## src/rtl/rtds_frame_relay.sv

```systemverilog
// Store-and-forward relay: buffers one RTDS frame from Aurora RX, waits cfg_delay cycles, replays it to Aurora TX.
// Latency: first TX beat 1+cfg_delay cycles after the RX tlast handshake; one beat per cycle while m_axis_tready is high.
// Backpressure: RX cannot be stalled; beats arriving in WAIT/SEND are discarded (tready low). TX honours m_axis_tready.
module rtds_frame_relay #(
    parameter int DATA_WIDTH  = 32,
    parameter int MAX_WORDS   = 64,
    parameter int DELAY_WIDTH = 16,
    parameter int CNT_WIDTH   = 16
) (
    input  logic                   user_clk,
    input  logic                   sys_reset,
    input  logic [DELAY_WIDTH-1:0] cfg_delay,
    input  logic [DATA_WIDTH-1:0]  s_axis_tdata,
    input  logic                   s_axis_tvalid,
    input  logic                   s_axis_tlast,
    output logic                   s_axis_tready,
    output logic [DATA_WIDTH-1:0]  m_axis_tdata,
    output logic                   m_axis_tvalid,
    output logic                   m_axis_tlast,
    input  logic                   m_axis_tready,
    output logic                   rtds_tx_pulse,
    output logic [CNT_WIDTH-1:0]   frame_count,
    output logic [CNT_WIDTH-1:0]   drop_count,
    output logic                   overflow_err
);

    localparam int AW = $clog2(MAX_WORDS);
    localparam int LW = AW + 1;
    localparam logic [AW-1:0] LAST_IDX = AW'(MAX_WORDS - 1);

    typedef enum logic [1:0] {
        ST_RECV = 2'd0,
        ST_DROP = 2'd1,
        ST_WAIT = 2'd2,
        ST_SEND = 2'd3
    } state_t;

    state_t state;
    state_t state_nxt;

    logic [DATA_WIDTH-1:0]  mem [MAX_WORDS];
    logic [AW-1:0]          wr_ptr;
    logic [AW-1:0]          rd_ptr;
    logic [LW-1:0]          len;
    logic [DELAY_WIDTH-1:0] dcnt;
    logic                   in_frame;
    logic                   in_frame_nxt;
    logic                   ready_en;
    logic                   pulse_done;
    logic                   rx_acc;
    logic                   last_word;
    logic                   tx_hs;
    logic                   tx_end;
    logic                   drop_hit;

    // A beat is only taken when the relay says ready; everything else from Aurora is lost.
    assign rx_acc       = s_axis_tvalid & s_axis_tready;
    // Frame-in-progress view of the RX stream as it will be after this cycle, whatever our state.
    assign in_frame_nxt = s_axis_tvalid ? ~s_axis_tlast : in_frame;
    assign last_word    = ({1'b0, rd_ptr} == (len - LW'(1)));
    assign tx_hs        = (state == ST_SEND) & m_axis_tready;
    assign tx_end       = tx_hs & last_word;
    // Drops: a frame finishing inside DROP, or any tlast beat thrown away while busy.
    assign drop_hit     = ((state == ST_DROP) & rx_acc & s_axis_tlast)
                        | (((state == ST_WAIT) | (state == ST_SEND)) & s_axis_tvalid & s_axis_tlast);

    // State register.
    always_ff @(posedge user_clk or posedge sys_reset) begin
        if (sys_reset) state <= ST_RECV;
        else           state <= state_nxt;
    end

    // Next-state decode.
    always_comb begin
        state_nxt = state;
        case (state)
            ST_RECV: begin
                if (rx_acc) begin
                    if (s_axis_tlast)
                        state_nxt = (cfg_delay == '0) ? ST_SEND : ST_WAIT;
                    else if (wr_ptr == LAST_IDX)
                        state_nxt = ST_DROP;
                end
            end
            ST_DROP: begin
                if (rx_acc && s_axis_tlast) state_nxt = ST_RECV;
            end
            ST_WAIT: begin
                if (dcnt == DELAY_WIDTH'(1)) state_nxt = ST_SEND;
            end
            ST_SEND: begin
                // A tlast beat landing in the exit cycle ends the intruding frame, so RECV is safe.
                if (tx_end) state_nxt = in_frame_nxt ? ST_DROP : ST_RECV;
            end
            default: state_nxt = ST_RECV;
        endcase
    end

    // Output decode; TX fields are forced to zero outside SEND so reset shows clean outputs.
    always_comb begin
        s_axis_tready = 1'b0;
        m_axis_tvalid = 1'b0;
        m_axis_tdata  = '0;
        m_axis_tlast  = 1'b0;
        rtds_tx_pulse = 1'b0;
        case (state)
            ST_RECV, ST_DROP: s_axis_tready = ready_en;
            ST_SEND: begin
                m_axis_tvalid = 1'b1;
                m_axis_tdata  = mem[rd_ptr];
                m_axis_tlast  = last_word;
                rtds_tx_pulse = ~pulse_done;
            end
            default: ;
        endcase
    end

    // Frame buffer write port; contents need no reset since len gates what is replayed.
    always_ff @(posedge user_clk) begin
        if ((state == ST_RECV) && rx_acc) mem[wr_ptr] <= s_axis_tdata;
    end

    // Pointers, delay counter, statistics and the post-reset ready enable.
    always_ff @(posedge user_clk or posedge sys_reset) begin
        if (sys_reset) begin
            ready_en     <= 1'b0;
            in_frame     <= 1'b0;
            wr_ptr       <= '0;
            rd_ptr       <= '0;
            len          <= '0;
            dcnt         <= '0;
            pulse_done   <= 1'b0;
            frame_count  <= '0;
            drop_count   <= '0;
            overflow_err <= 1'b0;
        end else begin
            ready_en <= 1'b1;
            in_frame <= in_frame_nxt;

            if (drop_hit) drop_count <= drop_count + CNT_WIDTH'(1);

            case (state)
                ST_RECV: begin
                    if (rx_acc) begin
                        if (s_axis_tlast) begin
                            len    <= LW'(wr_ptr) + LW'(1);
                            dcnt   <= cfg_delay;
                            wr_ptr <= '0;
                        end else if (wr_ptr == LAST_IDX) begin
                            overflow_err <= 1'b1;
                            wr_ptr       <= '0;
                        end else begin
                            wr_ptr <= wr_ptr + AW'(1);
                        end
                    end
                end
                ST_WAIT: dcnt <= dcnt - DELAY_WIDTH'(1);
                ST_SEND: begin
                    pulse_done <= 1'b1;
                    if (tx_end) begin
                        rd_ptr      <= '0;
                        pulse_done  <= 1'b0;
                        frame_count <= frame_count + CNT_WIDTH'(1);
                    end else if (tx_hs) begin
                        rd_ptr <= rd_ptr + AW'(1);
                    end
                end
                default: ;
            endcase
        end
    end

endmodule

```

## config.mk

```make
export PLATFORM = sky130hd
export DESIGN_NAME = rtds_frame_relay
export DESIGN_NICKNAME = d
export VERILOG_FILES = /design/src/rtl/rtds_frame_relay.sv
export SDC_FILE = /design/constraint.sdc
export NUM_CORES = 2
export LEC_CHECK = 0
export BUFFER_PORTS_ARGS = -buffer_cell sky130_fd_sc_hd__buf_2
export CAP_MARGIN = 20
export CELL_PAD_IN_SITES_DETAIL_PLACEMENT = 1
export CELL_PAD_IN_SITES_GLOBAL_PLACEMENT = 1
export CORE_UTILIZATION = 50
export DETAILED_ROUTE_END_ITERATION = 6
export GPL_ROUTABILITY_DRIVEN = 0
export PLACE_DENSITY_LB_ADDON = 0.25
export SKIP_LAST_GASP = 1
export SYNTH_ARGS = -nofsm -noshare
export SYNTH_HDL_FRONTEND = slang
export SYNTH_SLANG_ARGS = --single-unit
export TNS_END_PERCENT = 1
```

## constraint.sdc

```tcl
create_clock -name user_clk -period 6.89 [get_ports user_clk]
set_input_delay 0.3445 -clock user_clk [delete_from_list [all_inputs] [get_ports user_clk]]
set_output_delay 0.3445 -clock user_clk [all_outputs]
set_load 0.05 [all_outputs]
```

==> flow_summary_export.csv <==
group,metric,value,unit
placement,port_buffers,121,
synth,ys_types,64,
clock_tree,ctsLongestPathBuffers,3,
clock_tree,worstSkewPairLatency,0.86,ns
clock_tree,cts_buffers,209,
floorplan,initial_core_util,50.3,%
layout,fillCellCount,13900,
grt,gr-usage-met1,42.4,%
synth,syn_area_per_cell,21.0,um2
floorplan,pin_count,122,
synth,syn_inst,3899,
pwr,powerDensity,352,mW/mm2
setup_path,crit_required,6.55,ns
floorplan,die_w,406,um
synth,synth_most_common_cell,"edfxtp_1",
grt,antenna_found_initial,26,
floorplan,design.die.area,0.165,mm2
status,status,"complete, no violations",
grt,grt_use_met3,6.93,%
synth,ys_seq_area_share,77.5,%
synth,synth_warnings,0,
setup_path,cp_max_fo,30,
clock_tree,clock_sinks,2121,
setup_path,startpoint_type,"register",
synth,yosysTopAreaCell,"edfxtp_1",
routing,vias,43100,
routing,routedWlPerCell,37.1,um
synth,async_flop_share,3.44,%
routing,routed_wl,244,mm
timing,slew_headroom,13.5,%
routing,drc,0,
synth,synth-seq-cells,2121,
grt,track_usage,29.9,%
synth,ys_top_cells_by_count,"edfxtp_1 (2048), mux4_2 (421), mux2i_1 (248)",
timing,setup_violations,0,
grt,use_met2,46.5,%
clock_tree,cts-resized-gates,0,
setup_path,crit_start,"rd_ptr[2]$_DFFE_PP0P_",
synth,synth_top_cell_area_share,75.2,%
setup_path,critPathKind,"register to output pin",
layout,layout-drive-gt1-share,25.0,%
pwr,vdd_drop_max,0.330,mV
grt,grt_max_degree,101,
clock_tree,cts_tree,"built",
timing,final_max_slew_viol_count,0,
timing,fmax,178,MHz
run,maxCapViolCount,0,
synth,synth_nets,3959,
timing,fin_crit,5.61,ns
layout,nets,4268,
pwr,finalPower,32.8,mW
setup_path,critPathCaptureType,"output pin",
timing,finalCritPeriodShare,81.4,%
floorplan,core.rowCount,148,
placement,dp_hpwl,134,mm
layout,finalNonFillerCells,6560,
synth,ys_top_cells_by_area,"edfxtp_1 (75%), mux4_2 (12%), mux2i_1 (3.0%)",
synth,synth_ff_type,"edfxtp_1",
routing,first_pass_iters,6,
routing,drtIter0Drc,6213,
grt,grt_busiest_layer,"met2",
floorplan,chipHeight,406,um
routing,via_per_inst,6.56,
grt,grt-ovfl-total,0,
pwr,p_leak,29.3,nW
setup_path,reg2reg_from,"state[1]$_DFFE_PP0P_",
worst_hold_path,min_path_type,"input port to register",
floorplan,core_area,0.163,mm2
placement,dpl.cell_count,6123,
timing,fin_setup_tns,0,ns
layout,seqCellArea,0.0633,mm2
clock_tree,ctsHoldBuffers,22,
worst_hold_path,hold_path_startpoint,"s_axis_tdata[26]",
timing,skew,0.0345,ns
grt,grt_pass1_wl,340,mm
layout,multi_input_area,0.0180,mm2
timing,rsz0062_at_grt,"false",
timing,hold_viol,0,
clock_tree,postCtsSetupBuffers,0,
routing,ant_nets,0,
clock_tree,htreeDepth,4,
clock_tree,clkSlewWorstSetupHoldPaths,0.07,ns
layout,area_growth,13.9,%
timing,worstMarginPinSlew,1.29,ns
grt,grt_pass1_vias,43800,
synth,synth_edf_count,2048,
clock_tree,root_buffer,"clkbuf_16",
synth,syn_area,0.0817,mm2
setup_path,crit_arrival,5.26,ns
==> sequential cells by signal, summed over array words and instances (netlist names) <==
name / count
dcnt: 16
drop_count: 16
frame_count: 16
in_frame: 1
len: 7
mem: 2048
overflow_err: 1
pulse_done: 1
rd_ptr: 6
ready_en: 1
state: 2
wr_ptr: 6
==> metrics by stage <==
step,utilization [%],setup WS [ns],instance area (um2),hold slack (ns)
after floorplan,-,3.14,81700,0.443
after global placement,52.8,2.35,85900,0.450
after detailed placement,52.8,2.32,85900,0.458
after CTS,57.0,1.39,92700,0.123
after global routing,57.3,1.19,93100,0.00728
final,57.3,1.28,93100,0.000968
==> per-layer routing <==
layer	vias up	share of wire (%)
li1	17000	-
met1	23100	39
met2	2519	47
met3	483	11
met4	16	3.5
met5	-	0.041
==> power by group <==
group,leakage [nW],internal [mW],switching [mW]
Clock,3.20,6.13,4.92
Sequential,19.3,14.3,0.248
Combinational,6.82,2.99,4.26
==> cell type report <==
class | instances | area share (%)
well taps | 2175 | 2.92
flip-flops and latches | 2121 | 68.0
repair buffers | 313 | 2.64
inverters | 15 | 0.0605
multi-input cells | 1548 | 19.3
diodes | 3 | 0.00806
clock inverters | 120 | 1.12
clock buffers | 265 | 5.93
==> cell usage in the layout (no fill, tap or decap), drive strengths merged, types with 5 or more instances in the layout <==
cell         Yosys  layout
or2              6       6
a22o            25      25
xor2            17      17
nor3            31      31
edfxtp        2048    2048
a21o            12      12
a221oi          16      16
dlygate4sd3      0      34
o21ai           59      59
nor2b           11      11
nand2          104     104
buf            130     279
nand4           11      11
mux4           421     421
nor4             9       9
a211o            6       6
clkbuf          85     265
nand3b           7       7
dfrtp           73      73
and3             9       9
xnor2           24      24
mux2            14      14
a211oi          58      58
o211ai          10      10
mux2i          248     248
clkinv           0      99
nor2           119     119
a21oi           68      68
ha               7       7
nand2b           9       9
or4              5       5
o221ai          52      52
a2111oi          6       6
and2             5       5
nand3           32      32
bufinv           0      12
a22oi           49      49
inv             15      20
o22ai           58      58
==> worst max-delay path, cell delays in order, from the launching register on <==
cell and delay [ns]:
dfrtp_4 0.86, buf_4 0.49, and2_2 0.63, nand2_1 0.82, o22ai_1 0.47, a211oi_1 0.11
a21oi_1 0.45, a22o_1 0.23, buf_2 0.27
==> path summary, 6_finish.rpt <==
path	endpoint	slack [ns]	depth (start not counted)
worst max-delay path	m_axis_tdata[25]	1.28	8
min in group asynchronous	drop_count[4]$_DFFE_PP0P_	0.03	4
worst max register to register	mem[49][11]$_DFFE_PP_	2.72	4
worst min register to register	frame_count[15]$_DFFE_PP0P_	0.47	1
worst min-delay path	mem[49][26]$_DFFE_PP_	0.001	1
max in group asynchronous	rd_ptr[4]$_DFFE_PP0P_	6.22	5
==> cells by family after synthesis <==
group                      Yosys count  synth area share, %
DFF                               2121                 77.5
other                                1              0.00459
xor gates and xnor gates            41                0.439
AOI/OAI and AO/OA                  444                 3.79
adders and majority gates            7                0.107
and+or+nand+nor                    372                 2.16
buffers and inverters              230                 1.20
muxes                              683                 14.8
Power figures use the tool's default switching activity.
